$ cat src/rtl/game_flow_pkg.sv
// game_flow_pkg: state encoding, attract LFSR constants and screen images for the game-flow controller
package game_flow_pkg;
  typedef enum logic [2:0] {IDLE = 3'd0, PLAY = 3'd1, PAUSE = 3'd2, LVLUP = 3'd3, WIN = 3'd4, LOSE = 3'd5} flow_state_t;
  typedef logic [7:0][23:0] image_t;
  localparam logic [31:0] LFSR_POLY = 32'h8020_0003;
  localparam logic [31:0] SEED_BASE = 32'h1D87_2B41;
  localparam logic [31:0] SEED_STEP = 32'h0101_0101;
  localparam logic [23:0] DIM_MASK = 24'h924924;
  function automatic image_t banner_img(input int n);
    for (int r = 0; r < 8; r++)
      banner_img[r] = (r == 0 || r == 7) ? 24'h249249 : 24'h492492 & ~(24'hFFFFFF << (3 * (n + 1)));
  endfunction
  localparam image_t SMILE = {24'h000000, 24'h036D80, 24'h0C0060, 24'h300018, 24'h000000, 24'h0C0300, 24'h0C0300, 24'h000000};
  localparam image_t FROWN = {24'h000000, 24'h300018, 24'h0C0060, 24'h036D80, 24'h000000, 24'h0C0300, 24'h0C0300, 24'h000000};
  localparam image_t [7:0] BANNER = {banner_img(7), banner_img(6), banner_img(5), banner_img(4),
                                     banner_img(3), banner_img(2), banner_img(1), banner_img(0)};
  function automatic logic [31:0] lfsr_step(input logic [31:0] s);
    return {1'b0, s[31:1]} ^ (s[0] ? LFSR_POLY : 32'h0);
  endfunction
  function automatic logic [31:0] lfsr_seed(input int r);
    return SEED_BASE + 32'(r) * SEED_STEP;
  endfunction
  function automatic logic [23:0] img_row(input image_t img, input int r);
    return r < 8 ? img[r[2:0]] : 24'h0;
  endfunction
endpackage

$ cat src/rtl/attract_lfsr.sv
// attract_lfsr: one 32-bit Galois LFSR per row, low W bits form the attract frame
module attract_lfsr import game_flow_pkg::*; #(
  parameter int ROWS = 8,
  parameter int W = 24
) (
  input  logic                clk,
  input  logic                reset_n,
  input  logic                reseed,
  input  logic                step,
  output logic [ROWS-1:0][W-1:0] frame
);
  for (genvar g = 0; g < ROWS; g++) begin : g_row
    logic [31:0] s;
    always_ff @(posedge clk or negedge reset_n)
      if (!reset_n) s <= lfsr_seed(g);
      else if (reseed) s <= lfsr_seed(g);
      else if (step) s <= lfsr_step(s);
    assign frame[g] = s[W-1:0];
  end
endmodule

$ cat src/rtl/game_flow_ctrl.sv
// game_flow_ctrl: attract/play/pause/level-up/win/lose sequencer with frame tick and output frame select
module game_flow_ctrl import game_flow_pkg::*; #(
  parameter int ROWS = 8,
  parameter int COLS = 8,
  parameter int TICK_DIV = 8_000_000,
  parameter int LEVELS = 4,
  parameter int RESULT_TICKS = 40,
  parameter int BANNER_TICKS = 16,
  localparam int W = COLS * 3,
  localparam int LW = LEVELS > 1 ? $clog2(LEVELS) : 1
) (
  input  logic                   clk,
  input  logic                   reset_n,
  input  logic                   start,
  input  logic                   pause,
  input  logic                   end_game,
  input  logic                   game_completed,
  input  logic [ROWS-1:0][W-1:0] play_frame,
  output logic                   act,
  output logic                   game_reset,
  output logic                   tick,
  output logic [LW-1:0]          level,
  output logic [2:0]             state_o,
  output logic [ROWS-1:0][W-1:0] out
);
  localparam int CW = $clog2(TICK_DIV);
  flow_state_t state, state_n;
  logic [LW-1:0] level_n;
  logic [CW-1:0] cnt;
  logic [31:0] hold;
  logic start_q, pause_q, armed, start_rise, pause_rise, hold_done, new_round;
  logic [2:0] bidx;
  logic [ROWS-1:0][W-1:0] attract, frame_d;
  // armed keeps a button held through reset release from looking like a fresh press
  assign start_rise = armed & start & ~start_q;
  assign pause_rise = armed & pause & ~pause_q;
  assign tick = state != PAUSE && cnt == CW'(TICK_DIV - 1);
  assign hold_done = tick && hold == 32'((state == LVLUP ? BANNER_TICKS : RESULT_TICKS) - 1);
  assign bidx = 3'(32'(level) + 1);

  attract_lfsr #(.ROWS(ROWS), .W(W)) u_attract (
    .clk    (clk),
    .reset_n(reset_n),
    .reseed (state_n == IDLE && state != IDLE),
    .step   (tick && state == IDLE),
    .frame  (attract)
  );

  always_ff @(posedge clk or negedge reset_n)
    if (!reset_n) begin
      state <= IDLE;
      level <= '0;
      game_reset <= 1'b0;
      cnt <= '0;
      hold <= '0;
      start_q <= 1'b0;
      pause_q <= 1'b0;
      armed <= 1'b0;
      out <= '0;
    end else begin
      state <= state_n;
      level <= level_n;
      game_reset <= new_round;
      cnt <= new_round || tick ? '0 : state == PAUSE ? cnt : cnt + CW'(1);
      hold <= state_n != state ? '0 : hold + 32'(tick);
      start_q <= start;
      pause_q <= pause;
      armed <= 1'b1;
      out <= frame_d;
    end

  always_comb begin
    state_n = state;
    level_n = level;
    new_round = 1'b0;
    case (state)
      IDLE: if (start_rise) begin
        state_n = PLAY;
        level_n = '0;
        new_round = 1'b1;
      end
      PLAY: if (end_game) state_n = !game_completed ? LOSE : level == LW'(LEVELS - 1) ? WIN : LVLUP;
            else if (pause_rise) state_n = PAUSE;
      PAUSE: state_n = start_rise ? IDLE : pause_rise ? PLAY : PAUSE;
      LVLUP: if (hold_done || start_rise) begin
        state_n = PLAY;
        level_n = level + LW'(1);
        new_round = 1'b1;
      end
      WIN, LOSE: if (hold_done || start_rise) state_n = IDLE;
      default: state_n = IDLE;
    endcase
  end

  always_comb begin
    act = state == PLAY;
    state_o = state;
    for (int r = 0; r < ROWS; r++)
      frame_d[r] = state == IDLE  ? attract[r] :
                   state == PLAY  ? play_frame[r] :
                   state == PAUSE ? play_frame[r] & W'(DIM_MASK) :
                   W'(img_row(state == LVLUP ? BANNER[bidx] : state == WIN ? SMILE : FROWN, r));
  end
endmodule

$ cat config.mk
export PLATFORM = sky130hd
export DESIGN_NAME = game_flow_ctrl
export DESIGN_NICKNAME = d
export VERILOG_FILES = /design/src/rtl/game_flow_pkg.sv /design/src/rtl/attract_lfsr.sv /design/src/rtl/game_flow_ctrl.sv
export SDC_FILE = /design/constraint.sdc
export NUM_CORES = 1
export LEC_CHECK = 0
export ABC_AREA = 1
export BUFFER_PORTS_ARGS = -buffer_cell sky130_fd_sc_hd__buf_2
export CORE_MARGIN = 4
export CORE_UTILIZATION = 50
export CTS_CLUSTER_SIZE = 14
export DETAILED_ROUTE_END_ITERATION = 7
export HOLD_SLACK_MARGIN = 0.05
export PLACE_DENSITY = 0.85
export SLEW_MARGIN = 5
export SYNTH_ARGS = -nofsm -noshare
export SYNTH_HDL_FRONTEND = slang
export SYNTH_SLANG_ARGS = --single-unit
$ cat constraint.sdc
create_clock -name clk -period 2.6 [get_ports clk]
set_input_delay 0.39 -clock clk [delete_from_list [all_inputs] [get_ports clk]]
set_output_delay 0.39 -clock clk [all_outputs]
set_load 0.1 [all_outputs]
* Word-level counts from Yosys, hierarchy flattened *
Memories as Yosys holds them, arrays and structs flattened.
Index checks and enable logic that the tools add are counted.

operators by class
  reduce and logical (&&, ||, !) cells = 13
  muxes and demuxes = 71
  $add $sub $neg = 5
  bitwise operators = 14
  magnitude comparators = 1
  equal/unequal tests = 13

operators with widths
  operator                                                                count
  32-bit 2-to-1 mux                                                       25
  24-bit 2-to-1 mux                                                       24
  192-bit 2-to-1 mux                                                      2
  31-bit by 32-bit XOR with 32-bit output                                 8
  166-bit 2-to-1 mux                                                      1
  23-bit 2-to-1 mux                                                       2
  32-bit by 1-bit adder with 32-bit output                                1
  32-bit equality test                                                    1
  23-bit by 1-bit adder with 23-bit output (second input constant)        1
  23-bit equality test (second input constant)                            1
  3-bit 2-to-1 mux                                                        7
  3-bit one-hot mux with 5 select lines                                   1
  2-bit 2-to-1 mux                                                        4
  6-bit by 1-bit subtractor with 7-bit output (second input constant)     1
  3-bit by 2-bit equality test with 1-bit output (second input constant)  2
  3-bit equality test (second input constant)                             2
  3-bit zero test                                                         2
  6-bit 2-to-1 mux                                                        1
  2-bit inequality test (second input constant)                           3
  1-bit bitwise AND                                                       4
  1-bit logical AND                                                       4
  3-bit by 4-bit < comparator with 1-bit output (second input constant)   1
  2-bit one-hot mux with 2 select lines                                   1
  2-bit nonzero test                                                      2
  other kinds (13)                                                        16

word-level totals
  memories kept = 1
  logic and storage cells = 142
  memory bits (read-only) = 1536
  register bits after elaboration = 512
  bits of input ports = 198
  output and inout bits = 200

memory list
  name             words  width  read ports  clocked after Yosys merged registers in  write ports  line                   source
  (no name shown)  8      192    1           0                                        0            game_flow_ctrl.sv:102  W'(img_row(state == LVLUP ? BANNER[bidx] : state == WIN ? SMILE : FROWN, r));

* Longest topological paths before layout *
Gate-level depths: netlist (run 1).

  word-level depth = 11
  depth in mapped cells = 19

* Hierarchy *
From an unflattened synthesis (run 1), not the netlist that was laid out.

second synthesis, totals
  cell total of the unflattened synthesis = 2342
  area, all modules = 22429.0 um^2

modules (own cells, without submodules)
  module          cells an instance  area an instance (um^2)  instances
  attract_lfsr    1260               11561.1                  1
  game_flow_ctrl  1082               10867.9                  1

* Worst setup path after synthesis (run 1) *
Ideal clock, no wire load.

  kind = register -> register
  start point = register state[2] (netlist: state_o[2])
  end point = register hold[24]
  data arrival time = 4.090 ns
  library setup time = 0.131 ns
  clock period less this slack = 4.221 ns
  stages on the path, launching flop included = 19
  slack = -1.621 ns
  cells stage by stage = dfrtp_1 > inv_2 > nand3_2 > nand4_1 > nor2_1 > nand2_1 > inv_1 > ha_1 > ha_1 > nand2_1 > nor2_1 > nand3_1 > nor2_1 > nand4_1 > nor2_1 > nand2_1 > nor2_1 > xnor2_1 > nor2_1

between the ends
  elaborated cells between the ends (all ways) = 23
  those cells by class = add/sub (2); eq/ne (8); mux (8); reduce/logical (5)

RTL lines
  element                                                                                           line                  source
  start, declared                                                                                   game_flow_ctrl.sv:27  flow_state_t state, state_n;
  start signal, assigned                                                                            game_flow_ctrl.sv:61  state <= state_n;
  3-bit by 2-bit inequality test with 1-bit output *                                                game_flow_ctrl.sv:37  assign tick = state != PAUSE && cnt == CW'(TICK_DIV - 1);
  1-bit logical AND *                                                                               game_flow_ctrl.sv:37
  via tick                                                                                          game_flow_ctrl.sv:21  output logic tick,
  parallel branches: the longest is 5 deep, another holds 32-bit by 1-bit adder with 32-bit output  -
  32-bit 2-to-1 mux *                                                                               game_flow_ctrl.sv:65  hold <= state_n != state ? '0 : hold + 32'(tick);
  end signal, assigned                                                                              game_flow_ctrl.sv:65
  end, declared                                                                                     game_flow_ctrl.sv:30  logic [31:0] hold;

Mark *: on every way through the listed nets, which the timed path passes.
A chain may end at the register's enable or synchronous reset.

* Worst setup path after layout (run 1) *
  start point = register cnt[14]
  end point = register hold[20]

between the ends
  cells in the longest elaborated chain, start to end = 8
  elaborated cells between the ends (all ways) = 10
  those cells by class = add/sub (1); eq/ne (2); mux (4); reduce/logical (3)

RTL lines
  element                                                                                           line                  source
  start, declared                                                                                   game_flow_ctrl.sv:29  logic [CW-1:0] cnt;
  start signal, assigned                                                                            game_flow_ctrl.sv:64  cnt <= new_round || tick ? '0 : state == PAUSE ? cnt : cnt + CW'(1);
  23-bit equality test *                                                                            game_flow_ctrl.sv:37
  1-bit logical AND *                                                                               game_flow_ctrl.sv:37
  parallel branches: the longest is 5 deep, another holds 32-bit by 1-bit adder with 32-bit output  -
  32-bit 2-to-1 mux *                                                                               game_flow_ctrl.sv:65

Mark *: on every way between the ends.

==> reports/metrics.yaml, run 1 <==
path_buf_inv: 2
clock_sinks: 512
place.gp.congestion: 0.902
core_area_mm2: 0.0432
via_count: 20567
post_drt_via_cell_ratio: 5.51
seq_area_frac_synth_pct: 59.1
setup.worst_path.end_class: "register"
hold_class: "in -> reg"
hp-start: "play_frame[1]"
timing.fmax_mhz: 373
p_per_area_mw_per_mm2: 1190
final_hold_viol_count: 0
grt_max_degree: 91
drv_slew: 0
cp.required_ns: 3.09
row_count: 76
nets: 3301
die_area_mm2: 0.0472
syn_avg_cell_area_um2: 8.72
ys_ff_latch: 512
hpwl_um: 45800
relSlewSlack_pct: 47.4
drt_iter0_markers: 1999
antenna_found_initial: 11
slowest_delay_ns: 0.39
cts-root-buf: "clkbuf_16"
r2r_start: "cnt[14]"
rsz0062_at_grt: "true"
grtUsageTotal_pct: 31.1
firstDrtPassIters: 6
io_pins: 398
cp.arrival_ns: 3.17
finalCritPeriodShare_pct: 103
r2r_slack_ns: -0.08
clkTransAtPathRegs_ns: 0.07
totalWireLength_um: 75100
finClkSkew_ns: 0.0177
setup_violations: 6
finalNonFillerCells: 3734
path_class: "reg -> reg"
crit_chain: "nor4_2 > nand4_1 > nor2_1 > nand2_2 > clkinvlp_4 > ha_4 > ha_4 > nand2_4 > nor2_4 > nand3_4 > nor2_4 > nand4_1 > nor2_2 > buf_4 > nand3_2 > xor2_1 > nor2_1"
syn-cell-area_mm2: 0.0219
avgRoutedWirePerCell_um: 20.1
fillers: 3165
startpoint: "cnt[14]"
die_h_um: 217
status: "finished, violations left"
cts_tree: "built"
cap_viol_max_count: 0
min_period_ns: 2.68
synthDistinctLibCells: 43
failed_checks: "setup timing"
layout-area-overhead-vs-synth_pct: 32.3
crit_fanout: 2
initial_utilization_pct: 50.7
yosys_warnings: 0
path_delay_family: "simple AND/OR/NAND/NOR gates"
p_leak_nw: 13.8
ctsHtreeMaxLevel: 2
finalWorstSetupSlack_ns: -0.0809
start_kind: "register"
drc: 0
drive_gt1_share_pct: 23.2
die_width_um: 217
final_antenna_net_count: 0
final_util_pct: 67.1
dp_cells: 3439
syn-num-nets: 2715
clkLatencyLatePin_ns: 0.61
grt_pass1_wl_um: 115000
cts-buffers-inserted: 52
timing.hold.ws_ns: 0.0821
synthCells: 2511
worst_pin_slew_ns: 0.789
gr-total-overflow: 0
clock_tree.buffer_depth: 3
critPathSlowestCell: "dfrtp_1"
grt_pass1_vias: 21104
ir_drop_uv: 1210
io_buffers: 397
area by class of cell:
type / instances / area, µm² / share of cell area, %
flip-flops and latches: 512 / 12900 / 44.7
inverters: 274 / 1050 / 3.64
well taps: 585 / 732 / 2.53
clock buffers: 78 / 1520 / 5.25
repair buffers: 671 / 4900 / 16.9
clock inverters: 20 / 243 / 0.838
diodes: 8 / 20.0 / 0.0691
multi-input cells: 1586 / 7540 / 26.0
cells in the final DEF, fill, tap and decap left out, types with 9 or more instances in the layout:
cell type,count
nand2_1,681
nor3_1,25
buf_2,394
a21oi_1,49
nor2_2,9
dfrtp_1,410
a22o_1,11
inv_1,263
o21ai_0,289
nand4_1,16
nor2_1,270
clkbuf_8,10
dfstp_2,99
dlygate4sd3_1,177
o211ai_1,10
mux2i_1,28
buf_4,66
xnor2_1,12
nand3_1,66
buf_12,19
clkinv_2,10
clkbuf_1,15
xor2_1,46
clkbuf_16,56
final timing paths:
| kind | to | cells past startpoint |
|---|---|---|
| max in group asynchronous | u_attract.g_row[5].s[12] | 3 |
| hold reg to reg | u_attract.g_row[1].s[28] | 2 |
| min in group asynchronous | out[36] | 2 |
| setup reg to reg | hold[20] | 17 |
| setup / recovery | hold[20] | 17 |
| hold / removal | out[1] | 3 |
cell usage after synthesis:
cell type / n / share of area, %
buf_6: 1 / 0.051
a22oi_1: 8 / 0.27
dfstp_2: 99 / 12
clkbuf_1: 96 / 1.6
o22ai_1: 1 / 0.029
a21oi_1: 49 / 1.1
nor2_2: 2 / 0.057
o21ai_0: 289 / 6.6
or2_2: 1 / 0.029
o211ai_1: 10 / 0.34
buf_4: 9 / 0.31
nand3_2: 1 / 0.046
a2bb2oi_1: 1 / 0.040
conb_1: 1 / 0.017
a22o_1: 11 / 0.44
xnor2_1: 12 / 0.48
inv_2: 7 / 0.12
nor3_1: 28 / 0.64
and3_1: 1 / 0.029
a32o_1: 4 / 0.18
o21ai_1: 1 / 0.023
xor2_1: 46 / 1.8
a32oi_1: 1 / 0.040
nand4_1: 16 / 0.46
nor2_1: 284 / 4.9
nor3b_1: 2 / 0.069
and2_1: 2 / 0.057
a211oi_1: 1 / 0.034
a31oi_1: 3 / 0.086
dfrtp_1: 413 / 47
nor4_1: 7 / 0.20
o21a_1: 4 / 0.14
nand2_1: 688 / 12
buf_1: 11 / 0.19
inv_1: 267 / 4.6
nand3_1: 70 / 1.6
nand2_2: 1 / 0.029
ha_1: 6 / 0.34
buf_2: 22 / 0.50
o31ai_1: 1 / 0.034
a221o_1: 5 / 0.23
mux2i_1: 28 / 1.3
nand3b_1: 1 / 0.034
worst reg2reg max path, delay by kind of cell (launching register included):
kind / cells / cell delay (ns)
simple gates: 12 / 1.50
flops: 1 / 0.39
buf+inv: 2 / 0.24
fa+ha+maj: 2 / 0.29
xor+xnor: 1 / 0.14
registers in the layout, summed over array words and instances, names as in the netlist:
register	count
armed	1
game_reset	1
cnt	23
start_q	1
u_attract.g_row.s	256
pause_q	1
state_o	3
out	192
level	2
hold	32
metrics by stage:
step	power (mW)	instance area [µm²]	worst slack, ns	setup TNS, ns
after global placement	25.4	25100	-0.00775	-0.0140
after floorplan	21.4	22000	-0.576	-6.70
after CTS	33.6	28700	0.00124	0
after detailed placement	25.6	25100	-0.0309	-0.104
final	34.4	29000	-0.0809	-0.284
after global routing	35.4	29000	-0.309	-2.53
power by group:
group	switching [mW]	internal [mW]
sequential	0.481	9.16
clock	3.22	4.55
combinational	14.0	2.96
what timing repair did:
| action | 4_1_cts | 5_1_grt |
|---|---|---|
| setup buffers | 3 | 6 |
| hold buffers | 177 | 0 |
| gates cloned | 0 | 3 |
| pin swaps | 9 | 21 |
| endpoints found under the setup margin | 8 | 272 |
| resized for setup | 14 | 29 |
| hold endpoints to repair | 219 | 0 |
metal layers:
metal	global-route usage (%)	share of wire, %
met1	39.3	37
met2	49.6	47
met3	6.59	9.0
met4	18.4	6.5
met5	0	0.047
kinds of logic after synthesis:
family,share of synthesized area (%)
AO/OA/AOI/OAI,9.62
XOR/XNOR,2.32
adder cells (fa/ha/maj),0.343
buffers and inverters,7.40
flip-flops,59.1
multiplexers,1.28
other,0.0171
AND/OR/NAND/NOR,19.9
(Power assumes the default switching activity.)
==> run 2, diff against run 1 <==
==> constraint.sdc (replaced) <==
create_clock -name clk -period 2.36 [get_ports clk]
set_input_delay 0.354 -clock clk [delete_from_list [all_inputs] [get_ports clk]]
set_output_delay 0.354 -clock clk [all_outputs]
set_load 0.1 [all_outputs]
==> reports/metrics.yaml, run 2 (synthesis results as in run 1) <==
die_width_um: 217
p_leak_nw: 14.6
core_area_mm2: 0.0432
finalCritPeriodShare_pct: 121
fillers: 2797
worstHoldPathCells: 3
final_cell_mix: "667 x nand2_1, 408 x dfrtp_1, 394 x buf_2"
layout_commonest_cell: "nand2_1"
row_count: 76
post_drt_via_cell_ratio: 5.70
crit_chain: "nor4_1 > nand4_1 > nor2_1 > nand2_2 > clkinvlp_4 > ha_4 > ha_4 > nand2_4 > nor2_4 > nand3_2 > nor2_4 > nand4_1 > nor2_2 > nand2_1 > buf_4 > xor2_2 > nor2_1"
clkTransAtPathRegs_ns: 0.07
drive_gt1_share_pct: 26.6
crit_fanout: 2
slowest_delay_ns: 0.40
whs_endpoint: "out[186]"
multi_input_area_mm2: 0.00770
clock_tree.buffer_depth: 3
grt_pass1_wl_um: 118000
cts-buffers-inserted: 53
drt_iter0_markers: 2705
ctsHtreeMaxLevel: 2
nets: 3409
layout-area-overhead-vs-synth_pct: 39.8
failed_checks: "setup timing"
finalPower_mw: 40.0
hpwl_um: 46200
relSlewSlack_pct: 45.8
place.gp.congestion: 0.879
avgRoutedWirePerCell_um: 22.0
layout.area.seq_mm2: 0.0129
rsz0062_at_grt: "true"
min_period_ns: 2.86
r2r_end: "hold[22]"
drv_slew: 0
hold_class: "in -> reg"
p_per_area_mw_per_mm2: 1310
reg2regPathDepth: 17
grt_max_degree: 89
clkLatencyLatePin_ns: 0.61
drc: 0
finalWorstSetupSlack_ns: -0.498
path_class: "reg -> reg"
cp.arrival_ns: 3.38
reg_top3: "u_attract.g_row.s: 256 flops, out: 192 flops, hold: 32 flops"
final_antenna_net_count: 0
top_register: "u_attract.g_row.s"
finalNonFillerCells: 3838
start_kind: "register"
status: "finished, violations left"
gr-total-overflow: 0
hp-start: "play_frame[186]"
cts-root-buf: "clkbuf_16"
dp_cells: 3481
die_h_um: 217
antenna_found_initial: 6
grt_pass1_vias: 21623
io_pins: 398
ir_drop_uv: 1370
totalWireLength_um: 84600
cts_tree: "built"
grtUsageTotal_pct: 32.0
largest_reg_flops: 256
setup.worst_path.end_class: "register"
io_buffers: 397
cp.required_ns: 2.89
clock_sinks: 512
firstDrtPassIters: 8
critPathSlowestCell: "dfrtp_1"
cap_viol_max_count: 0
worst_pin_slew_ns: 0.807
via_count: 21879
finClkSkew_ns: 0.0213
initial_utilization_pct: 50.7
timing.fmax_mhz: 350
setup_violations: 133
r2r_slack_ns: -0.50
final_hold_viol_count: 0
die_area_mm2: 0.0472
r2r_start: "cnt[15]"
run 2: worst max-delay path: cells and delay by family (launching register included):
family / cells / cell delay, ns
adder cells (fa/ha/maj): 2 / 0.30
AND/OR/NAND/NOR: 12 / 1.67
buffers and inverters: 2 / 0.26
flip-flops: 1 / 0.40
XOR/XNOR: 1 / 0.14
run 2: repair_timing:
item,in CTS,in global routing
pin swaps,23,46
gates resized for setup,43,99
setup endpoints to repair,269,334
gates cloned,2,23
endpoints found under the hold margin,217,0
hold buffers,185,0
setup buffers,22,31
run 2: stage by stage:
| step | util [%] | setup TNS (ns) | instance area (µm²) | hold slack [ns] | worst slack [ns] |
|---|---|---|---|---|---|
| 2_1_floorplan | - | -30.47 | 22000 | 0.0584 | -0.816 |
| 3_3_place_gp | 58.8 | -3.30 | 25400 | 0.331 | -0.302 |
| 3_5_place_dp | 58.8 | -28.72 | 25400 | 0.335 | -0.279 |
| 4_1_cts | 68.4 | -2.39 | 29500 | 0.0503 | -0.265 |
| 5_1_grt | 70.9 | -23.06 | 30600 | 0.0843 | -0.627 |
| 6_report | 70.9 | -10.23 | 30600 | 0.0594 | -0.498 |
run 2: layout make-up:
type	count	area share [%]
Sequential cell	512	42.3
Multi-Input combinational cell	1586	25.2
Timing Repair Buffer	778	20.5
Clock buffer	74	4.79
Inverter	274	3.49
Tap cell	585	2.39
Clock inverter	25	1.37
Antenna cell	4	0.0327
run 2: how the worst max path moves through the flow:
| stage | start | end | slack [ns] | cells past startpoint |
|---|---|---|---|---|
| global placement | cnt[14] | hold[20] | -0.30 | 17 |
| global route | cnt[14] | hold[22] | -0.63 | 17 |
| finish | cnt[15] | hold[22] | -0.50 | 17 |
| CTS | cnt[17] | hold[20] | -0.26 | 18 |
| detailed placement | cnt[14] | hold[24] | -0.28 | 17 |
| floorplan | state_o[2] | hold[24] | -0.82 | 18 |
run 2: metal layers:
layer / vias to the layer above / track usage, % / wire [µm]
met2: 1740 / 52.2 / 39600
met4: 4 / 19.1 / 6150
met3: 499 / 6.51 / 9140
met1: 10379 / 39.7 / 29600
met5: - / 0 / 21
li1: 9257 / - / -
run 2: power by group:
group	switching (mW)	internal (mW)
sequential	0.564	10.1
clock	3.66	5.55
combinational	16.0	4.10
